--- config.mk ---
export PLATFORM = sky130hd
export DESIGN_NAME = qtps_alu_arbiter
export DESIGN_NICKNAME = d
export VERILOG_FILES = /design/src/rtl/qtps_alu_arbiter.sv
export SDC_FILE = /design/constraint.sdc
export NUM_CORES = 1
export LEC_CHECK = 0
export BUFFER_PORTS_ARGS = -buffer_cell sky130_fd_sc_hd__buf_2
export CORE_AREA = 2 2 71 73
export CTS_CLUSTER_SIZE = 14
export DETAILED_ROUTE_END_ITERATION = 12
export DIE_AREA = 0 0 73 75
export PLACE_DENSITY_LB_ADDON = 0.15
export RECOVER_POWER = 100
export SKIP_CTS_REPAIR_TIMING = 1
export SYNTH_ARGS = -nofsm -noshare
export SYNTH_HDL_FRONTEND = slang
export SYNTH_SLANG_ARGS = --single-unit
--- constraint.sdc ---
create_clock -name clk -period 2.1 [get_ports clk]
set_input_delay 0.21 -clock clk [delete_from_list [all_inputs] [get_ports clk]]
set_output_delay 0.21 -clock clk [all_outputs]
set_load 0.02 [all_outputs]
--- src/rtl/qtps_alu_arbiter.sv ---
// qtpa_pkg: shared datapath width and the ALU opcode encoding.
// qtps_alu_arbiter: round-robin arbiter sharing one scalar ALU between
// NUM_REQ requesters, with a one-entry registered response buffer and the
// architectural Z/C/V flag register.
//
// Ports:
//   clk, rst                     clock, asynchronous active-high reset
//   flush                        drop buffered response, block grants this cycle
//   req_valid/req_ready          per-requester handshake (ready is one-hot or zero)
//   req_op/req_op1/req_op2       packed per-requester op and operands (slice i = requester i)
//   alu_op/alu_op1/alu_op2       drive to the shared ALU (winner's fields, else NOP/0)
//   alu_result, alu_flag_*       ALU outputs, captured on a grant
//   rsp_valid/rsp_ready          response buffer handshake
//   rsp_id/rsp_op/rsp_result     buffered response contents
//   flags_z/flags_c/flags_v      architectural flag register
package qtpa_pkg;
    localparam int DATA_WIDTH = 16;

    typedef enum logic [4:0] {
        OP_NOP       = 5'd0,
        OP_ADD_IMM   = 5'd1,
        OP_ADD_REG   = 5'd2,
        OP_SUB_IMM   = 5'd3,
        OP_SUB_REG   = 5'd4,
        OP_AND_IMM   = 5'd5,
        OP_AND_REG   = 5'd6,
        OP_OR_IMM    = 5'd7,
        OP_OR_REG    = 5'd8,
        OP_CMP_IMM   = 5'd9,
        OP_CMP_REG   = 5'd10,
        OP_MOV_IMM   = 5'd11,
        OP_MOV_REG   = 5'd12,
        OP_SHL_IMM   = 5'd13,
        OP_SHL_REG   = 5'd14,
        OP_SHR_IMM   = 5'd15,
        OP_SHR_REG   = 5'd16,
        OP_LCSET_IMM = 5'd17
    } op_t;
endpackage

module qtps_alu_arbiter
    import qtpa_pkg::*;
#(
    parameter int NUM_REQ    = 2,
    parameter int DATA_WIDTH = qtpa_pkg::DATA_WIDTH,
    parameter int ID_W       = $clog2(NUM_REQ)
) (
    input  logic                          clk,
    input  logic                          rst,
    input  logic                          flush,
    input  logic [NUM_REQ-1:0]            req_valid,
    output logic [NUM_REQ-1:0]            req_ready,
    input  logic [NUM_REQ*$bits(op_t)-1:0] req_op,
    input  logic [NUM_REQ*DATA_WIDTH-1:0] req_op1,
    input  logic [NUM_REQ*DATA_WIDTH-1:0] req_op2,
    output op_t                           alu_op,
    output logic [DATA_WIDTH-1:0]         alu_op1,
    output logic [DATA_WIDTH-1:0]         alu_op2,
    input  logic [DATA_WIDTH-1:0]         alu_result,
    input  logic                          alu_flag_zero,
    input  logic                          alu_flag_carry,
    input  logic                          alu_flag_ovf,
    output logic                          rsp_valid,
    input  logic                          rsp_ready,
    output logic [ID_W-1:0]               rsp_id,
    output op_t                           rsp_op,
    output logic [DATA_WIDTH-1:0]         rsp_result,
    output logic                          flags_z,
    output logic                          flags_c,
    output logic                          flags_v
);
    localparam int OPW = $bits(op_t);

    op_t                   w_op  [NUM_REQ];
    logic [DATA_WIDTH-1:0] w_op1 [NUM_REQ];
    logic [DATA_WIDTH-1:0] w_op2 [NUM_REQ];

    logic [ID_W-1:0]       r_ptr;
    logic                  r_rsp_valid;
    logic [ID_W-1:0]       r_rsp_id;
    op_t                   r_rsp_op;
    logic [DATA_WIDTH-1:0] r_rsp_result;
    logic                  r_flag_z, r_flag_c, r_flag_v;

    logic                  w_found;
    logic [ID_W-1:0]       w_gnt;
    logic                  w_can_accept;
    logic                  w_fire;

    // Only flag-producing ops write the architectural flags.
    function automatic logic is_flag_op(input op_t op);
        case (op)
            OP_ADD_IMM, OP_ADD_REG, OP_SUB_IMM, OP_SUB_REG,
            OP_AND_IMM, OP_AND_REG, OP_OR_IMM,  OP_OR_REG,
            OP_CMP_IMM, OP_CMP_REG, OP_MOV_IMM, OP_MOV_REG,
            OP_SHL_IMM, OP_SHL_REG, OP_SHR_IMM, OP_SHR_REG: return 1'b1;
            default:                                        return 1'b0;
        endcase
    endfunction

    // Unpack the per-requester fields and form the one-hot ready vector.
    generate
        for (genvar gi = 0; gi < NUM_REQ; gi++) begin : g_req
            assign w_op[gi]      = op_t'(req_op[gi*OPW +: OPW]);
            assign w_op1[gi]     = req_op1[gi*DATA_WIDTH +: DATA_WIDTH];
            assign w_op2[gi]     = req_op2[gi*DATA_WIDTH +: DATA_WIDTH];
            assign req_ready[gi] = w_found && w_can_accept && (w_gnt == ID_W'(gi));
        end
    endgenerate

    // Rotating search starting at the pointer; the first valid requester wins.
    // The winner does not depend on rsp_ready, so the ALU drive has no path
    // from the consumer's backpressure.
    always_comb begin
        logic [ID_W:0] v_idx;
        v_idx   = '0;
        w_found = 1'b0;
        w_gnt   = '0;
        for (int k = 0; k < NUM_REQ; k++) begin
            v_idx = {1'b0, r_ptr} + (ID_W+1)'(k);
            if (v_idx >= (ID_W+1)'(NUM_REQ)) begin
                v_idx = v_idx - (ID_W+1)'(NUM_REQ);
            end
            if (!w_found && req_valid[v_idx]) begin
                w_found = 1'b1;
                w_gnt   = v_idx[ID_W-1:0];
            end
        end
    end

    assign w_can_accept = !flush && (!r_rsp_valid || rsp_ready);
    assign w_fire       = w_found && w_can_accept;

    assign alu_op  = w_found ? w_op[w_gnt]  : OP_NOP;
    assign alu_op1 = w_found ? w_op1[w_gnt] : '0;
    assign alu_op2 = w_found ? w_op2[w_gnt] : '0;

    always_ff @(posedge clk or posedge rst) begin
        if (rst) begin
            r_ptr        <= '0;
            r_rsp_valid  <= 1'b0;
            r_rsp_id     <= '0;
            r_rsp_op     <= OP_NOP;
            r_rsp_result <= '0;
            r_flag_z     <= 1'b0;
            r_flag_c     <= 1'b0;
            r_flag_v     <= 1'b0;
        end else begin
            if (w_fire) begin
                r_rsp_valid  <= 1'b1;
                r_rsp_id     <= w_gnt;
                r_rsp_op     <= alu_op;
                r_rsp_result <= alu_result;
                r_ptr        <= (w_gnt == ID_W'(NUM_REQ-1)) ? '0 : w_gnt + ID_W'(1);
                if (is_flag_op(alu_op)) begin
                    r_flag_z <= alu_flag_zero;
                    r_flag_c <= alu_flag_carry;
                    r_flag_v <= alu_flag_ovf;
                end
            end else if (flush || rsp_ready) begin
                // Flush wins over a held response; an accepted one drains.
                r_rsp_valid <= 1'b0;
            end
        end
    end

    assign rsp_valid  = r_rsp_valid;
    assign rsp_id     = r_rsp_id;
    assign rsp_op     = r_rsp_op;
    assign rsp_result = r_rsp_result;
    assign flags_z    = r_flag_z;
    assign flags_c    = r_flag_c;
    assign flags_v    = r_flag_v;
endmodule
==> results of run 1 <==
## per-layer routing
layer	vias to the layer above	track usage, %	part of all wire, %
li1	951	-	-
met1	828	20.47	41
met2	79	32.43	52
met3	6	3.882	6.2
met4	0	4.733	1.1
met5	-	0	0
## where the power goes
group	total (mW)	internal, mW	leakage [nW]	switching, mW
sequential	0.666	0.618	0.319	0.0482
clock	0.303	0.135	0.0217	0.169
combinational	0.728	0.277	0.917	0.452
## layout by cell type (no fill, tap or decap), drive strengths merged
master and count:
dlygate4sd3 1, mux2 24, a32oi 2, nor2 5, inv 2, nor3 2
o21ai 32, nor2b 2, or4 2, dfrtp 27, clkbuf 67, a22o 4
a21oi 1, a21boi 1, buf 104, clkinvlp 1, xor2 1, nand2b 1
nand2 64, and2 4
## path summary, 6_finish.rpt
path / startpoint / endpoint / slack, ns
min in group asynchronous: rst / rsp_result[13] / 0.65
hold / removal: flush / rsp_valid / 0.14
hold reg to reg: rsp_result[13] / rsp_result[13] / 0.50
setup / recovery: r_ptr / req_ready[1] / 0.13
max in group asynchronous: rst / rsp_valid / 1.01
setup reg to reg: r_ptr / flags_v / 0.27
## worst register-to-register path, delay by kind of cell (launching register included)
kind / cells / cell delay, ns
muxes: 1 / 0.35
DFF: 1 / 0.40
and+or+nand+nor: 2 / 0.45
AOI/OAI and AO/OA: 1 / 0.36
xor gates and xnor gates: 1 / 0.17
## sequential cells by signal, summed over array words and instances, names as in the netlist
name        flops
rsp_result     16
rsp_op          5
flags_c         1
flags_v         1
flags_z         1
r_ptr           1
rsp_id          1
rsp_valid       1
## area by class of cell
| class | count | area share [%] |
|---|---|---|
| clock buffers | 3 | 1.669 |
| clock inverters | 1 | 0.3035 |
| inverters | 2 | 0.3035 |
| multi-input cells | 145 | 34.55 |
| flip-flops and latches | 27 | 27.31 |
| well taps | 54 | 2.731 |
| repair buffers | 169 | 33.13 |
## metrics by stage
step	TNS (ns)	hold WS, ns	area, µm²
after detailed placement	0	0.2900	2472
after global placement	0	0.2882	2472
after CTS	-7.233	-0.01551	2521
after global routing	0	0.1271	2474
after floorplan	0	0.2627	1598
final	0	0.1351	2474
## kinds of logic (layout without fill, tap and decap cells)
logic type,count (synthesis),after routing,synth area share (%)
and+or+nand+nor,79,80,20.99
AOI/OAI and AO/OA,40,40,14.33
DFF,27,27,42.29
muxes,24,24,17.62
buffers and inverters,16,175,4.229
xor gates and xnor gates,1,1,0.5483
==> results.cfg, run 1 <==
[die]
die_y_um = 75
boundaryPins = 164
die_x_um = 73
dieArea_mm2 = 0.005475
initial_core_util_pct = 34.28
core_region_area_mm2 = 0.004661
num_rows = 25

[critical_path]
cp_top_family = simple AND/OR/NAND/NOR gates
cp_slowest_cell = and2_2
cp-end-kind = primary output
path_class = reg -> out
start_kind = flop
critical_path_arrival_ns = 1.76
cp_cell_sequence = nand2b_1, and2_2, and2_0, buf_2
cp.depth = 4
slowest_delay_ns = 0.52
r2r_cells = 5
crit_required_ns = 1.89
crit_buf_inv = 1
path_max_fanout = 35

[cells_and_area]
layout.cells.non_filler = 401
utilization_pct = 53.07
nets = 447
diodes = 0
multi_input_area_um2 = 854.6
drive_gt1_share_pct = 44.96
seq_area_um2 = 675.6
nFillCells = 469
syn_to_final_growth_pct = 54.82

[detailed_routing]
drc_errors = 0
vias = 1864
drt_iter0_drc = 47
wire_per_inst_um = 13.19
dr.pass1.iters = 4
ant_nets = 0
routed_wl_um = 5288
viasPerCell = 4.648

[timing]
worst-slew-pin-transition_ns = 0.6732
setup_slack_ns = 0.1342
period_needed_ns = 1.966
finalSetupViolations = 0
slew_headroom_pct = 55.12
rsz0062_at_grt = no
max_freq_mhz = 508.7
slew_viol_final = 0
skew_ns = 0.01068
hold_violations = 0
timing.final.crit_share_pct = 93.61

[synth]
synth_area_per_cell_um2 = 8.544
synth.net_count = 286
synth_edf_count = 0
synth_top_area_cell = dfrtp_1
synth_top_area_share_pct = 42.29
dominantRegCellSynth = dfrtp_1
ys_async_sr_fraction_pct = 100.0
yosysUniqueCellTypes = 22
synth_cells = 187
synth_commonest_cells = nand2_1, o21ai_0, dfrtp_1
ys_seq_area_share_pct = 42.29
yosysMostFrequentCell = nand2_1
synth_seq_cells = 27
ys_warn_count = 0
syn_area_mm2 = 0.001598
ys_top_cells_by_area = dfrtp_1, nand2_1, mux2_2, o21ai_0, mux2_4

[outcome]
outcome = complete, no violations

[clock_tree]
cts_tree = built
clkLatencyLatePin_ns = 0.28
root_buffer = clkbuf_8
htreeDepth = 1
cts_sinks = 27
clk_pin_slew_ns = 0.09
cts_buffers = 3
cts_buffer_depth = 2

[pwr]
peakVddDrop_mv = 0.3986
pwr_density_cell_mw_per_mm2 = 686.4
power.leakage_nw = 1.258
total_power_mw = 1.698

[grt]
antenna_found_initial = 0
grt_max_degree = 72
grt_pass1_wl_um = 7527
overflow = 0
grt_use_total_pct = 17.55
grt_pass1_vias = 1671

[min_path]
whs_path_depth = 2
hold_path_class = in -> reg

[placed_design]
gp_congestion = 0.7523
place_ws_ns = 0.07166
io_buffer_count = 163
dp.final_hpwl_um = 4123
dp.cells = 395

[flow_run]
max-cap-violations = 0
(Power assumes the default switching activity.)
==> run 2, diff against run 1 <==
--- a/config.mk
+++ b/config.mk
@@ -5,11 +5,11 @@
 export SDC_FILE = /design/constraint.sdc
 export NUM_CORES = 1
 export LEC_CHECK = 0
-export BUFFER_PORTS_ARGS = -buffer_cell sky130_fd_sc_hd__buf_2
-export CORE_AREA = 2 2 71 73
+export BUFFER_PORTS_ARGS = -buffer_cell sky130_fd_sc_hd__buf_4
+export CORE_AREA = 2 2 68 76
 export CTS_CLUSTER_SIZE = 14
 export DETAILED_ROUTE_END_ITERATION = 12
-export DIE_AREA = 0 0 73 75
+export DIE_AREA = 0 0 70 78
 export PLACE_DENSITY_LB_ADDON = 0.15
 export RECOVER_POWER = 100
 export SKIP_CTS_REPAIR_TIMING = 1
==> run 2 against run 1 <==
Compared with the run above:
- hold slack lost 0.021 ns
- register-to-register slack lost 0.08 ns
- first-iteration DRC count shrank 15%
- clock power shrank 5%
- clock-buffer cell count grew 1
- final cell count grew 0.75%
- clock skew shrank 0.0021 ns
- critical path type is now reg -> reg
- critical path depth grew 1
- sequential power is essentially flat
==> results.cfg, run 2 (synthesis results as in run 1) <==
[outcome]
outcome = complete, no violations

[critical_path]
cp-end-kind = flop
start_kind = flop
path_max_fanout = 9
path_class = reg -> reg
critical_path_arrival_ns = 2.07
crit_required_ns = 2.26

[timing]
worst-slew-pin-transition_ns = 1.415
rsz0062_at_grt = no
slew_viol_final = 0
timing.final.crit_share_pct = 91.07
finalSetupViolations = 0
hold_violations = 0
slew_headroom_pct = 5.664
skew_ns = 0.008537
finalHoldWorstSlack_ns = 0.1143
max_freq_mhz = 522.9
period_needed_ns = 1.913

[die]
die_x_um = 70
die_y_um = 78
num_rows = 26
core_region_area_mm2 = 0.004619
initial_core_util_pct = 34.59
dieArea_mm2 = 0.005460
boundaryPins = 164

[pwr]
power_frac_clock_pct = 16.6
p_int_mw = 1.080
p_seq_share_pct = 38.5
switchingPower_mw = 0.6590
pwr_density_cell_mw_per_mm2 = 642.7
peakVddDrop_mv = 0.4830
total_power_mw = 1.739
power.leakage_nw = 1.286
comb_power_share_pct = 45.0
switching_share_pct = 37.89

[cells_and_area]
largest_reg_flops = 16
drive_gt1_share_pct = 39.08
diodes = 0
nets = 448
layout.cells.non_filler = 404
syn_to_final_growth_pct = 69.38
mostFrequentLayoutCell = buf_4
layout_common_cells = buf_4, nand2_1, clkbuf_1

[flow_run]
max-cap-violations = 0

[clock_tree]
cts_buffers = 3
root_buffer = clkbuf_8
clkLatencyLatePin_ns = 0.27
cts_tree = built
htreeDepth = 1
cts_buffer_depth = 2
clk_pin_slew_ns = 0.09
cts_sinks = 27

[placed_design]
dp.cells = 397
gp_congestion = 0.7781
io_buffer_count = 163
dp.final_hpwl_um = 4502

[grt]
overflow = 0
grt.met1_usage_pct = 22.17
grt_pass1_wl_um = 8769
grt_use_met3_pct = 5.455
use_met2_pct = 35.81
antenna_found_initial = 0
grt_max_degree = 39
grt-busiest-layer = met2
grt_use_total_pct = 19.83
grt_pass1_vias = 1832

[detailed_routing]
wire_per_inst_um = 14.05
vias = 1930
drc_errors = 0
routed_wl_um = 5676
viasPerCell = 4.777
drt_iter0_drc = 40
dr.pass1.iters = 4
ant_nets = 0

[min_path]
hold_path_class = in -> reg
## run 2: changes by cell type in the layout (fill, tap and decap cells not counted), sizes merged
cell         before  now
clkinvlp          1    0
clkbuf           67   68
buf             104  106
dlygate4sd3       1    0
## run 2: critical path, cell delays in order (launching register included)
cell,delay (ns)
dfrtp_1,0.38
nor2b_1,0.17
nor3_4,0.18
clkbuf_1,0.42
and2_0,0.31
mux2_1,0.35
## run 2: power by group through the flow
| stage | sequential, mW | clock (mW) | combinational (mW) |
|---|---|---|---|
| after global placement | 0.680 | 0 | 0.922 |
| after floorplan | 0.798 | 0 | 0.349 |
| final | 0.669 | 0.288 | 0.782 |
| after detailed placement | 0.684 | 0 | 0.933 |
| after CTS | 0.675 | 0.299 | 0.934 |
| after global routing | 0.685 | 0.320 | 0.846 |
## run 2: stage by stage
stage	cell area, µm²	setup TNS (ns)	utilization, %	setup slack (ns)
floorplan	1598	0	-	0.3358
global placement	2883	0	62.41	0.2389
detailed placement	2883	0	62.41	0.2346
CTS	2928	-0.5282	63.38	-0.04151
global route	2706	0	58.59	0.04457
finish	2706	0	58.59	0.1874
## run 2: final timing paths
| check | start | to | slack (ns) | cells after the start |
|---|---|---|---|---|
| max in group asynchronous | rst | rsp_result[3] | 0.86 | 3 |
| min | flush | rsp_valid | 0.11 | 2 |
| min in group asynchronous | rst | rsp_result[8] | 0.40 | 3 |
| max | rsp_valid | flags_z | 0.19 | 5 |
| min reg2reg | rsp_result[13] | rsp_result[13] | 0.50 | 1 |
| max reg2reg | rsp_valid | flags_z | 0.19 | 5 |
## run 2: per-layer routing
| layer | share of wire (%) | up-vias |
|---|---|---|
| met1 | 39 | 868 |
| met3 | 8.5 | 10 |
| met2 | 50 | 101 |
| met4 | 2.3 | 0 |
| li1 | - | 951 |
| met5 | 0 | - |
## run 2: cell type report
cell class / count / area, µm²
multi-input combinational: 145 / 854.6
clock buffer: 4 / 45.04
timing repair buffer: 170 / 1054
tap: 56 / 70.07
fill: 505 / 1913
inverter: 2 / 7.507
sequential: 27 / 675.6
==> run 3, diff against run 2 <==
--- a/config.mk
+++ b/config.mk
@@ -6,10 +6,10 @@
 export NUM_CORES = 1
 export LEC_CHECK = 0
 export BUFFER_PORTS_ARGS = -buffer_cell sky130_fd_sc_hd__buf_4
-export CORE_AREA = 2 2 68 76
+export CORE_AREA = 2 2 75 70
 export CTS_CLUSTER_SIZE = 14
 export DETAILED_ROUTE_END_ITERATION = 12
-export DIE_AREA = 0 0 70 78
+export DIE_AREA = 0 0 77 72
 export PLACE_DENSITY_LB_ADDON = 0.15
 export RECOVER_POWER = 100
 export SKIP_CTS_REPAIR_TIMING = 1
==> run 3 against run 2 <==
Compared with the run above:
- clock skew is 0.0014 ns higher
- register-to-register slack better by 0.04 ns
- via count is 3.3% lower
- wire length is 1.9% lower
- clock-buffer cell count is 1 lower
- largest cell class unchanged
- highest routed layer unchanged
==> results.cfg, run 3 (synthesis results as in run 1) <==
[clock_tree]
clkLatencyLatePin_ns = 0.28
root_buffer = clkbuf_8
htreeDepth = 1
cts_sinks = 27
cts_buffer_depth = 2
cts_tree = built
clk_pin_slew_ns = 0.09
cts_buffers = 3

[detailed_routing]
routed_wl_um = 5567
drc_errors = 0
drt_iter0_drc = 41
ant_nets = 0
viasPerCell = 4.554
wire_per_inst_um = 13.58
dr.pass1.iters = 4
vias = 1867

[cells_and_area]
diodes = 0
nets = 445
drive_gt1_share_pct = 44.64
layout_common_cells = buf_4, nand2_1, clkbuf_1
syn_to_final_growth_pct = 70.87
stdcell_area_mm2 = 0.002730
mostFrequentLayoutCell = buf_4
largest_reg_flops = 16

[die]
boundaryPins = 164
dieArea_mm2 = 0.005544
num_rows = 24
die_x_um = 77
initial_core_util_pct = 33.68
die_y_um = 72
core_region_area_mm2 = 0.004745

[pwr]
pwr_density_cell_mw_per_mm2 = 647.0
power_frac_clock_pct = 17.5
p_int_mw = 1.093
power.leakage_nw = 1.345
p_seq_share_pct = 37.8
comb_power_share_pct = 44.7
switching_share_pct = 38.12
peakVddDrop_mv = 0.6198
switchingPower_mw = 0.6734

[min_path]
whs_path_depth = 2
hold_path_class = in -> reg

[critical_path]
cp-end-kind = primary output
r2r_cells = 5
critical_path_arrival_ns = 1.73
start_kind = flop
path_class = reg -> out
cp_top_family = simple AND/OR/NAND/NOR gates
path_max_fanout = 45
slowest_delay_ns = 0.38
crit_buf_inv = 2
cp_slowest_cell = dfrtp_1
cp.depth = 6
crit_required_ns = 1.89
cp_cell_sequence = nand2b_1, and2_4, buf_12, nand2_1, o21ai_0, clkbuf_2

[outcome]
outcome = complete, no violations

[placed_design]
place_ws_ns = 0.2488
dpl_cell_area_mm2 = 0.002894
io_buffer_count = 163
dp.final_hpwl_um = 4491
gp_congestion = 0.7972

[timing]
finalHoldWorstSlack_ns = 0.08796
setup_slack_ns = 0.1552
worst-slew-pin-transition_ns = 1.408
timing.final.crit_share_pct = 92.61
period_needed_ns = 1.945
hold_violations = 0
slew_viol_final = 0
slew_headroom_pct = 6.159
finalSetupViolations = 0
rsz0062_at_grt = no
max_freq_mhz = 514.2
skew_ns = 0.009941
tns_ns = 0

[flow_run]
max-cap-violations = 0

[grt]
grt_pass1_vias = 1768
grt_pass1_wl_um = 8618
grt_max_degree = 46
antenna_found_initial = 0
grt_use_total_pct = 19.32
overflow = 0
==> run 3: cell types whose count changed in the layout (fill, tap and decap cells not counted) <==
cell / previous run / this run
nor3_1: 1 / 2
buf_4: 105 / 109
and2_2: 1 / 0
buf_2: 0 / 1
nor3_4: 1 / 0
clkbuf_2: 1 / 15
inv_6: 0 / 1
clkbuf_1: 63 / 41
==> run 3: cell type report <==
| type | instances | area (µm²) |
|---|---|---|
| Sequential cell | 27 | 675.6 |
| Clock buffer | 3 | 41.29 |
| Timing Repair Buffer | 168 | 1080 |
| Inverter | 2 | 7.507 |
| Fill cell | 509 | 2014 |
| Tap cell | 65 | 81.33 |
| Clock inverter | 1 | 8.758 |
| Multi-Input combinational cell | 144 | 835.8 |
==> run 3: path summary, 6_finish.rpt <==
check                          startpoint              to  slack [ns]
min                                 flush       rsp_valid        0.09
min reg2reg                rsp_result[13]  rsp_result[13]        0.50
max in group asynchronous             rst         flags_z        0.87
max reg2reg                         r_ptr         flags_v        0.23
min in group asynchronous             rst   rsp_result[8]        0.39
max                                 r_ptr      alu_op1[4]        0.16
==> run 3: routing by layer <==
| layer | vias to the layer above | wire length [µm] | GRT usage, % |
|---|---|---|---|
| li1 | 946 | - | - |
| met1 | 838 | 2173 | 22.99 |
| met2 | 75 | 2897 | 35.28 |
| met3 | 8 | 428 | 6.219 |
| met4 | 0 | 67 | 2.778 |
| met5 | - | 0 | 0 |
==> run 3: metrics by stage <==
stage | power (mW) | util (%) | instances
after floorplan | 1.147 | - | 187
after global placement | 1.605 | 61.00 | 406
after detailed placement | 1.619 | 61.00 | 406
after CTS | 1.932 | 62.05 | 410
after global routing | 1.881 | 57.54 | 410
final | 1.766 | 57.54 | 410
==> run 3: worst register-to-register path, cell delays in order, from the launching register on <==
cell	delay, ns
dfrtp_1	0.41
nand2b_1	0.19
a32oi_1	0.39
xor2_1	0.17
and2_0	0.26
mux2_1	0.35
==> run 3: power groups by stage <==
stage | registers, mW | clock network [mW] | logic [mW]
final | 0.667 | 0.309 | 0.790
after global routing | 0.685 | 0.341 | 0.856
after CTS | 0.674 | 0.321 | 0.937
after detailed placement | 0.684 | 0 | 0.936
after global placement | 0.679 | 0 | 0.927
after floorplan | 0.798 | 0 | 0.349
